## config.mk

```make
export PLATFORM = sky130hd
export DESIGN_NAME = mul_arb_flat
export DESIGN_NICKNAME = d
export VERILOG_FILES = /design/src/rtl/mul_arb_if.sv /design/src/rtl/mul_arb.sv /design/src/flat_wrapper.sv
export SDC_FILE = /design/constraint.sdc
export NUM_CORES = 1
export LEC_CHECK = 0
export ABC_CLOCK_PERIOD_IN_PS = 2100
export CAP_MARGIN = 40
export CORE_MARGIN = 1
export CORE_UTILIZATION = 41
export CTS_CLUSTER_DIAMETER = 200
export DETAILED_ROUTE_END_ITERATION = 12
export PLACE_DENSITY = 0.8
export SYNTH_ARGS = -nofsm -noshare
export SYNTH_HDL_FRONTEND = slang
export SYNTH_SLANG_ARGS = --single-unit
```

## constraint.sdc

```tcl
create_clock -name clk -period 2.1 [get_ports clk]
set_clock_uncertainty 0.05 [all_clocks]
set_input_delay 0.42 -clock clk [delete_from_list [all_inputs] [get_ports clk]]
set_output_delay 0.42 -clock clk [all_outputs]
set_load 0.02 [all_outputs]
```

## src/rtl/mul_arb_if.sv

```systemverilog
// rtl/mul_arb_if.sv - requester and multiplier bus bundle for the shared-multiplier arbiter
interface mul_arb_if #(
    parameter int DW = 16
);
    logic          req0;
    logic [DW-1:0] m0;
    logic [DW-1:0] q0;
    logic          sgn0;
    logic          ack0;
    logic [2*DW-1:0] res0;
    logic          err0;

    logic          req1;
    logic [DW-1:0] m1;
    logic [DW-1:0] q1;
    logic          sgn1;
    logic          ack1;
    logic [2*DW-1:0] res1;
    logic          err1;

    logic          mul_start;
    logic [3:0]    mul_dtype;
    logic [DW-1:0] mul_m;
    logic [DW-1:0] mul_q;
    logic          mul_done;
    logic [2*DW-1:0] mul_result;
    logic          busy;

    modport slave (
        input  req0, m0, q0, sgn0,
        input  req1, m1, q1, sgn1,
        input  mul_done, mul_result,
        output ack0, res0, err0,
        output ack1, res1, err1,
        output mul_start, mul_dtype, mul_m, mul_q, busy
    );

    modport master (
        output req0, m0, q0, sgn0,
        output req1, m1, q1, sgn1,
        output mul_done, mul_result,
        input  ack0, res0, err0,
        input  ack1, res1, err1,
        input  mul_start, mul_dtype, mul_m, mul_q, busy
    );
endinterface

```

## src/rtl/mul_arb.sv

```systemverilog
// rtl/mul_arb.sv - round-robin arbiter sharing one iterative multiplier between two requesters
module mul_arb #(
    parameter int DW      = 16,
    parameter int TIMEOUT = 40
) (
    input logic      clk,
    input logic      rst,
    mul_arb_if.slave bus
);
    typedef enum logic [1:0] {IDLE, ISSUE, WAIT, RESP} state_t;

    localparam int TW = $clog2(TIMEOUT + 1);
    localparam logic [TW-1:0] TLIM = TW'(TIMEOUT - 1);
    localparam logic [3:0] DT_IDLE = 4'h0;
    localparam logic [3:0] DT_UNS  = 4'h1;
    localparam logic [3:0] DT_SGN  = 4'h2;

    state_t          state, state_d;
    logic            owner, owner_d;
    logic            last_grant, last_grant_d;
    logic [TW-1:0]   timer, timer_d;
    logic            grant;
    logic            done_or_timeout;

    logic            start_r, start_d;
    logic [3:0]      dtype_r, dtype_d;
    logic [DW-1:0]   m_r, m_d;
    logic [DW-1:0]   q_r, q_d;
    logic            busy_r, busy_d;
    logic            ack0_r, ack0_d, ack1_r, ack1_d;
    logic            err0_r, err0_d, err1_r, err1_d;
    logic [2*DW-1:0] res0_r, res0_d, res1_r, res1_d;

    always_ff @(posedge clk) begin
        if (rst) begin
            state      <= IDLE;
            owner      <= 1'b0;
            last_grant <= 1'b1;
            timer      <= '0;
            start_r    <= 1'b0;
            dtype_r    <= DT_IDLE;
            m_r        <= '0;
            q_r        <= '0;
            busy_r     <= 1'b0;
            ack0_r     <= 1'b0;
            ack1_r     <= 1'b0;
            err0_r     <= 1'b0;
            err1_r     <= 1'b0;
            res0_r     <= '0;
            res1_r     <= '0;
        end else begin
            state      <= state_d;
            owner      <= owner_d;
            last_grant <= last_grant_d;
            timer      <= timer_d;
            start_r    <= start_d;
            dtype_r    <= dtype_d;
            m_r        <= m_d;
            q_r        <= q_d;
            busy_r     <= busy_d;
            ack0_r     <= ack0_d;
            ack1_r     <= ack1_d;
            err0_r     <= err0_d;
            err1_r     <= err1_d;
            res0_r     <= res0_d;
            res1_r     <= res1_d;
        end
    end

    // Outputs are computed one state ahead so every port comes straight from a flop.
    always_comb begin
        state_d         = state;
        owner_d         = owner;
        last_grant_d    = last_grant;
        timer_d         = timer;
        start_d         = 1'b0;
        dtype_d         = dtype_r;
        m_d             = m_r;
        q_d             = q_r;
        busy_d          = busy_r;
        ack0_d          = 1'b0;
        ack1_d          = 1'b0;
        err0_d          = err0_r;
        err1_d          = err1_r;
        res0_d          = res0_r;
        res1_d          = res1_r;
        grant           = 1'b0;
        done_or_timeout = bus.mul_done || (timer == TLIM);

        case (state)
            IDLE: begin
                dtype_d = DT_IDLE;
                if (bus.req0 || bus.req1) begin
                    grant   = (bus.req0 && bus.req1) ? ~last_grant : bus.req1;
                    owner_d = grant;
                    m_d     = grant ? bus.m1 : bus.m0;
                    q_d     = grant ? bus.q1 : bus.q0;
                    dtype_d = (grant ? bus.sgn1 : bus.sgn0) ? DT_SGN : DT_UNS;
                    start_d = 1'b1;
                    busy_d  = 1'b1;
                    state_d = ISSUE;
                end
            end
            ISSUE: begin
                timer_d = '0;
                state_d = WAIT;
            end
            WAIT: begin
                timer_d = timer + TW'(1);
                // A done pulse in the timeout cycle still returns the real product.
                if (done_or_timeout) begin
                    state_d = RESP;
                    if (owner) begin
                        ack1_d = 1'b1;
                        res1_d = bus.mul_done ? bus.mul_result : '0;
                        err1_d = ~bus.mul_done;
                    end else begin
                        ack0_d = 1'b1;
                        res0_d = bus.mul_done ? bus.mul_result : '0;
                        err0_d = ~bus.mul_done;
                    end
                end
            end
            RESP: begin
                last_grant_d = owner;
                dtype_d      = DT_IDLE;
                busy_d       = 1'b0;
                state_d      = IDLE;
            end
            default: begin
                state_d = IDLE;
                busy_d  = 1'b0;
                dtype_d = DT_IDLE;
            end
        endcase
    end

    assign bus.mul_start = start_r;
    assign bus.mul_dtype = dtype_r;
    assign bus.mul_m     = m_r;
    assign bus.mul_q     = q_r;
    assign bus.busy      = busy_r;
    assign bus.ack0      = ack0_r;
    assign bus.ack1      = ack1_r;
    assign bus.res0      = res0_r;
    assign bus.res1      = res1_r;
    assign bus.err0      = err0_r;
    assign bus.err1      = err1_r;
endmodule

```

## src/flat_wrapper.sv

```systemverilog
// flat-port wrapper written by rule: the top's interface ports become plain ports
module mul_arb_flat 
#(
    parameter int DW      = 16,
    parameter int TIMEOUT = 40
)
  (clk, rst, bus_req0, bus_m0, bus_q0, bus_sgn0, bus_req1, bus_m1, bus_q1, bus_sgn1, bus_mul_done, bus_mul_result, bus_ack0, bus_res0, bus_err0, bus_ack1, bus_res1, bus_err1, bus_mul_start, bus_mul_dtype, bus_mul_m, bus_mul_q, bus_busy);
  mul_arb_if #(.DW(DW)) bus_i ();
  input logic clk;
  input logic rst;
  input wire logic [$bits(bus_i.req0)-1:0] bus_req0;
  input wire logic [$bits(bus_i.m0)-1:0] bus_m0;
  input wire logic [$bits(bus_i.q0)-1:0] bus_q0;
  input wire logic [$bits(bus_i.sgn0)-1:0] bus_sgn0;
  input wire logic [$bits(bus_i.req1)-1:0] bus_req1;
  input wire logic [$bits(bus_i.m1)-1:0] bus_m1;
  input wire logic [$bits(bus_i.q1)-1:0] bus_q1;
  input wire logic [$bits(bus_i.sgn1)-1:0] bus_sgn1;
  input wire logic [$bits(bus_i.mul_done)-1:0] bus_mul_done;
  input wire logic [$bits(bus_i.mul_result)-1:0] bus_mul_result;
  output wire logic [$bits(bus_i.ack0)-1:0] bus_ack0;
  output wire logic [$bits(bus_i.res0)-1:0] bus_res0;
  output wire logic [$bits(bus_i.err0)-1:0] bus_err0;
  output wire logic [$bits(bus_i.ack1)-1:0] bus_ack1;
  output wire logic [$bits(bus_i.res1)-1:0] bus_res1;
  output wire logic [$bits(bus_i.err1)-1:0] bus_err1;
  output wire logic [$bits(bus_i.mul_start)-1:0] bus_mul_start;
  output wire logic [$bits(bus_i.mul_dtype)-1:0] bus_mul_dtype;
  output wire logic [$bits(bus_i.mul_m)-1:0] bus_mul_m;
  output wire logic [$bits(bus_i.mul_q)-1:0] bus_mul_q;
  output wire logic [$bits(bus_i.busy)-1:0] bus_busy;
  assign bus_i.req0 = bus_req0;
  assign bus_i.m0 = bus_m0;
  assign bus_i.q0 = bus_q0;
  assign bus_i.sgn0 = bus_sgn0;
  assign bus_i.req1 = bus_req1;
  assign bus_i.m1 = bus_m1;
  assign bus_i.q1 = bus_q1;
  assign bus_i.sgn1 = bus_sgn1;
  assign bus_i.mul_done = bus_mul_done;
  assign bus_i.mul_result = bus_mul_result;
  assign bus_ack0 = bus_i.ack0;
  assign bus_res0 = bus_i.res0;
  assign bus_err0 = bus_i.err0;
  assign bus_ack1 = bus_i.ack1;
  assign bus_res1 = bus_i.res1;
  assign bus_err1 = bus_i.err1;
  assign bus_mul_start = bus_i.mul_start;
  assign bus_mul_dtype = bus_i.mul_dtype;
  assign bus_mul_m = bus_i.mul_m;
  assign bus_mul_q = bus_i.mul_q;
  assign bus_busy = bus_i.busy;
  mul_arb #(.DW(DW), .TIMEOUT(TIMEOUT)) u_core (.clk(clk), .rst(rst), .bus(bus_i));
endmodule
```

# Word level (Yosys, flattened, before mapping)
# Index checks and enable logic that the tools add are counted.
word_totals:
  register_bits: 116
  input_bits: 103
  out_inout_bits: 106
op_classes:
  addsub: 1
  n_eq_ne: 6
  n_mux: 17
  n_bitwise: 6
  reduce_logical: 13
op_table:
  columns: ["op", "n"]
  rows:
  - ["16-bit two-way mux", 2]
  - ["32-bit two-way mux", 1]
  - ["6-bit case mux with 2 select lines", 1]
  - ["2-bit case mux with 4 select lines", 1]
  - ["4-bit case mux with 2 select lines", 1]
  - ["6-bit by 1-bit adder with 6-bit output (second input constant)", 1]
  - ["6-bit == test (second input constant)", 1]
  - ["1-bit two-way mux", 6]
  - ["2-bit two-way mux", 3]
  - ["1-bit inverter", 6]
  - ["2-bit AND reduction", 3]
  - ["3-bit AND reduction", 2]
  - ["2-bit == test (second input constant)", 2]
  - ["4-bit two-way mux", 1]
  - ["2-bit by 1-bit != test with 1-bit output (second input constant)", 2]
  - ["2-bit nonzero test", 2]
  - ["3-bit OR reduction", 1]
  - ["2-bit by 1-bit == test with 1-bit output (second input constant)", 1]
  - ["2-bit zero test", 1]
  - ["1-bit logical OR", 2]
  - ["1-bit case mux with 2 select lines", 1]
  - ["2-bit OR reduction", 1]
  - ["1-bit logical AND", 1]

# Logic depth before layout (Yosys ltp)
logic_depth:
  word_depth: 6
  ltp_mapped: 9

# Worst setup path after synthesis
# OpenSTA, ideal clock, no wires.
synth_path:
  path_kind: "register to register"
  from: "register u_core.state[0]"
  to: "register u_core.res1_r[21], in the netlist u_core.bus.res1[21]"
  setup_ns: 0.065
  t_arrival_ns: 1.554
  required_ns: 1.985
  path_slack_ns: 0.431
  stages_incl_launch_ff: 10
  cell_sequence: "dfxtp_1 > inv_1 > ha_1 > buf_6 > and3_4 > buf_6 > a41oi_4 > buf_6 > a22oi_1 > nor2_1"
synth_between:
  elab_chain_len: 2
synth_rtl:
  columns: ["element", "line_no", "source"]
  rows:
  - ["from (decl)", "mul_arb.sv:18", "state_t state, state_d;"]
  - ["from (signal assigned)", "mul_arb.sv:52", "state <= state_d;"]
  - ["2-bit == test", "mul_arb.sv:90", "case (state)"]
  - ["3-bit AND reduction (no line)", null, null]
  - ["to (signal assigned)", "mul_arb.sv:66", "res1_r <= res1_d;"]
  - ["to (decl)", "mul_arb.sv:32", "logic [2*DW-1:0] res0_r, res0_d, res1_r, res1_d;"]
# Every way passes these cells.
# A chain may end at the register's enable or synchronous reset.

# Worst setup path after layout
layout_path:
  from: "register u_core.q_r[10], in the netlist u_core.bus.mul_q[10]"
  to: "output port bus_mul_q[10]"
layout_lines:
  columns: ["element", "line_no", "source"]
  rows:
  - ["from (decl)", "mul_arb.sv:28", "logic [DW-1:0] q_r, q_d;"]
  - ["from (signal assigned)", "mul_arb.sv:59", "q_r <= q_d;"]
  - ["to (decl)", "flat_wrapper.sv:30", "output wire logic [$bits(bus_i.mul_q)-1:0] bus_mul_q;"]
# No word-level cell between the ends.

==> metrics.md <==
| Metric | Value |
|---|---|
| Core Box Area | `0.0105 sq mm` |
| Reg-to-reg slack, setup | `0.23 ns` |
| Worst Path Buf+Inv | `1` |
| Placed Cells | `798` |
| Largest net degree at the start of global routing | `59` |
| # fillers | `815` |
| CTS HTree Levels | `4` |
| Initial core utilization | `42.9%` |
| Critical path endpoint category | `primary output` |
| Hold buffers post-CTS | `0` |
| Root Buffer | `clkbuf_8` |
| Power share of the combinational group | `33.7%` |
| Worst VDD drop | `565 uV` |
| Hold Crit Class | `in -> reg` |
| P_int | `5.52 mW` |
| Main combinational cell family by area after synthesis | `compound AO/OA/AOI/OAI gates` |
| Clk Latency, worst-skew pair | `0.50 ns` |
| Worst endpoint required time | `1.63 ns` |
| Synth-to-Final Area Change | `60.9%` |
| CP arrival | `1.50 ns` |
| Clock transition at path regs | `0.06 ns` |
| Die X | `107 um` |
| Post-route ant nets | `0` |
| Final core utilization | `between 60% and 70%` |
| CP top delay family | `buffers and inverters` |
| Critical R2R Launch | `u_core.state[0]$_SDFFE_PP0P_` |
| Post-synth EDFFs | `0` |
| Num CTS Buffers | `17` |
| Vias in the first global route | `4323` |
| Synth Cell Area | `0.00451 sq mm` |
| # port buffers | `206` |
| Row count | `37` |
| Fin Setup TNS | `0 ns` |
| Slew headroom | `roughly three fifths` |
| Synthesized-area fraction occupied by xor and xnor cells | `0.970%` |
| Seq/Total Area, Yosys | `between 50 and 60%` |
| Count of cell types in the netlist | `42` |
| Post-CTS Setup Bufs | `0` |
| Drt total wl | `13200 um` |
| DRT iter0 DRCs | `roughly 270` |
| Commonest non-fill, non-tap cells in the layout | `clkdlybuf4s50_1, dfxtp_1, nor2_1, nand2_1, mux2i_1` |
| Most common cell after layout, fill and taps aside | `clkdlybuf4s50_1` |
| Sw frac | `32.4%` |
| Clock Power Share | `between 30% and 40%` |
| Compound-cell area share of the yosys netlist | `between 20% and 30%` |
| Gr usage total | `23.2%` |
| Pwr/cell area | `about 1100 mW/mm^2` |
| Non-filler cells, final | `roughly 830` |
| Post-synthesis mux area share | `7.54%` |
| Total Die Area | `0.0114 sq mm` |
| Slew Limit Fails | `0` |
| Post-synth ARST share | `0%` |
| GRT overflow | `0` |
| Net count reported at finish | `789` |
| RSZ-0062 raised after global routing | `no` |
| Least-Margin Pin Slew | `0.583 ns` |
| Max-cap violations | `0` |
| Clk sinks | `between 100 and 150` |
| CTS tree | `done` |
| Final Hold Viols | `0` |
| Residual DRC | `0` |
| Yosys reg bits | `114` |
| Switch Pwr | `2.65 mW` |
| Worst setup path class | `reg -> out` |
| Die height | `~110 um` |
| Status | `finished clean` |
| R2r endpoint | `u_core.bus.res0[22]$_SDFFE_PP0P_` |
| Layout cell share with drive strength beyond 1 | `around 8%` |
| Fin crit share | `93.8%` |
| CP max stage delay | `just under 0.7 ns` |
| DP HPWL | `9250 um` |
| Slowest cell on crit path | `clkdlybuf4s50_1` |
| Detailed Routing Iterations Pass 1 | `5` |
| Ports | `209` |
| Setup crit end | `bus_mul_q[10]` |
| Reg power frac | `33.5%` |
| Worst-path fanout max | `2` |
| CP startpoint | `u_core.bus.mul_q[10]$_SDFFE_PP0P_` |
| Synth Area in Adders | `~1.4%` |
| GPL Wtd Cong | `0.810` |
| Critical path, cell by cell | `clkdlybuf4s50_1` |
| WP depth | `1` |
| Via density | `5.18` |
| Cell count after synthesis | `485` |
| Setup-failing EPs final | `0` |
| Routed vias | `4292` |
| First-pass GRT wire length | `20800 um` |
| Routed len/inst | `15.9 um` |
| Setup crit start kind | `flop` |
| Ys flop type | `dfxtp_1` |
| R2r worst-path depth | `6` |
| Initial antenna violation count | `0` |
| ANT cells | `0` |
| Simple-gate share of the synthesized area | `12.3%` |
| Post-synthesis area per instance | `9.31 sq um` |
| Leak | `2.64 nW` |
| Synth warn | `0` |
| CTS resizes | `0` |
| Fmax | `around 500 MHz` |
| Clock tree buffer depth | `2` |
| Min Tclk post-route | `about 2.0 ns` |
-- worst min-delay path by stage --
stage          cells past startpoint                              from  slack, ns                          endpoint
2_1_floorplan                      2      u_core.timer[5]$_SDFFE_PP0P_       0.42      u_core.timer[5]$_SDFFE_PP0P_
3_3_place_gp                       2  u_core.bus.res0[16]$_SDFFE_PP0P_       0.41  u_core.bus.res0[16]$_SDFFE_PP0P_
5_1_grt                            2                               rst       0.37   u_core.bus.mul_start$_SDFF_PP0_
4_1_cts                            2                               rst       0.33   u_core.bus.mul_start$_SDFF_PP0_
3_5_place_dp                       2  u_core.bus.res0[12]$_SDFFE_PP0P_       0.42  u_core.bus.res0[12]$_SDFFE_PP0P_
6_report                           2                               rst       0.36   u_core.bus.mul_start$_SDFF_PP0_
-- power by group through the flow --
| stage | Sequential (mW) | Clock, mW | Combinational (mW) |
|---|---|---|---|
| after global routing | 2.77 | 2.83 | 2.98 |
| after CTS | 2.74 | 2.74 | 2.77 |
| after floorplan | 3.13 | 0 | 1.19 |
| after detailed placement | 2.78 | 0 | 2.75 |
| after global placement | 2.76 | 0 | 2.68 |
| final | 2.74 | 2.67 | 2.75 |
-- synth_stat cells (2+ instances only) --
library cell  instances  area (sq um)
dfxtp_1             114          2280
nor2_1               76           285
nand2_1              38           143
mux2i_1              34           340
a211oi_1             33           248
a21oi_1              33           165
o21ai_0              33           165
a22oi_1              30           225
clkbuf_1             20          75.1
buf_2                 9          45.0
buf_6                 8          90.1
ha_1                  5          62.6
nor3_1                5          25.0
a22oi_2               4          50.1
buf_4                 4          30.0
xor2_1                4          35.0
inv_1                 3          11.3
nor2b_1               3          18.8
a31oi_1               2          12.5
and3_1                2          12.5
clkbuf_2              2          10.0
nand2b_1              2          12.5
nand4_1               2          12.5
-- cell type report --
| cell class | instances | area (sq um) | area share [%] |
|---|---|---|---|
| sequential | 114 | 2280 | 31.4 |
| clock buffer | 20 | 445 | 6.13 |
| tap | 136 | 170 | 2.34 |
| clock inverter | 10 | 111 | 1.53 |
| timing repair buffer | 220 | 2250 | 31.0 |
| multi-input combinational | 324 | 1980 | 27.3 |
| inverter | 4 | 15.0 | 0.207 |
-- state kept, by name, summed over array words and instances (netlist names) --
register / flops
u_core.bus.res1: 32
u_core.bus.mul_m: 16
u_core.bus.busy: 1
u_core.bus.res0: 32
u_core.bus.mul_start: 1
u_core.bus.mul_dtype: 2
u_core.bus.mul_q: 16
u_core.owner: 1
u_core.timer: 6
u_core.bus.err1: 1
u_core.bus.ack0: 1
u_core.last_grant: 1
u_core.state: 2
u_core.bus.err0: 1
u_core.bus.ack1: 1
-- metrics by stage --
step / hold slack, ns / setup WS [ns] / power, mW / instance area [sq um]
after floorplan: 0.422 / 0.431 / 4.32 / 4520
after global placement: 0.410 / 0.193 / 5.44 / 6700
after detailed placement: 0.416 / 0.111 / 5.53 / 6700
after CTS: 0.328 / 0.0696 / 8.24 / 7260
after global routing: 0.371 / 0.0126 / 8.59 / 7260
final: 0.359 / 0.130 / 8.16 / 7260
-- cells by family (layout without fill, tap and decap cells) --
| kind of cell | Yosys count | after routing |
|---|---|---|
| fa+ha+maj | 5 | 5 |
| flops | 114 | 114 |
| other cells | 1 | 2 |
| xor+xnor | 5 | 5 |
| mux | 34 | 34 |
| simple gates | 134 | 134 |
| buf+inv | 48 | 254 |
| compound gates | 144 | 144 |
-- layer usage --
metal / wire length (um) / track usage [%] / vias up
li1: - / - / 2102
met5: 0 / 0 / -
met3: 1370 / 8.81 / 14
met2: 6390 / 40.8 / 199
met4: 147 / 8.02 / 0
met1: 5280 / 25.6 / 1977
Power figures use the tool's default switching activity.
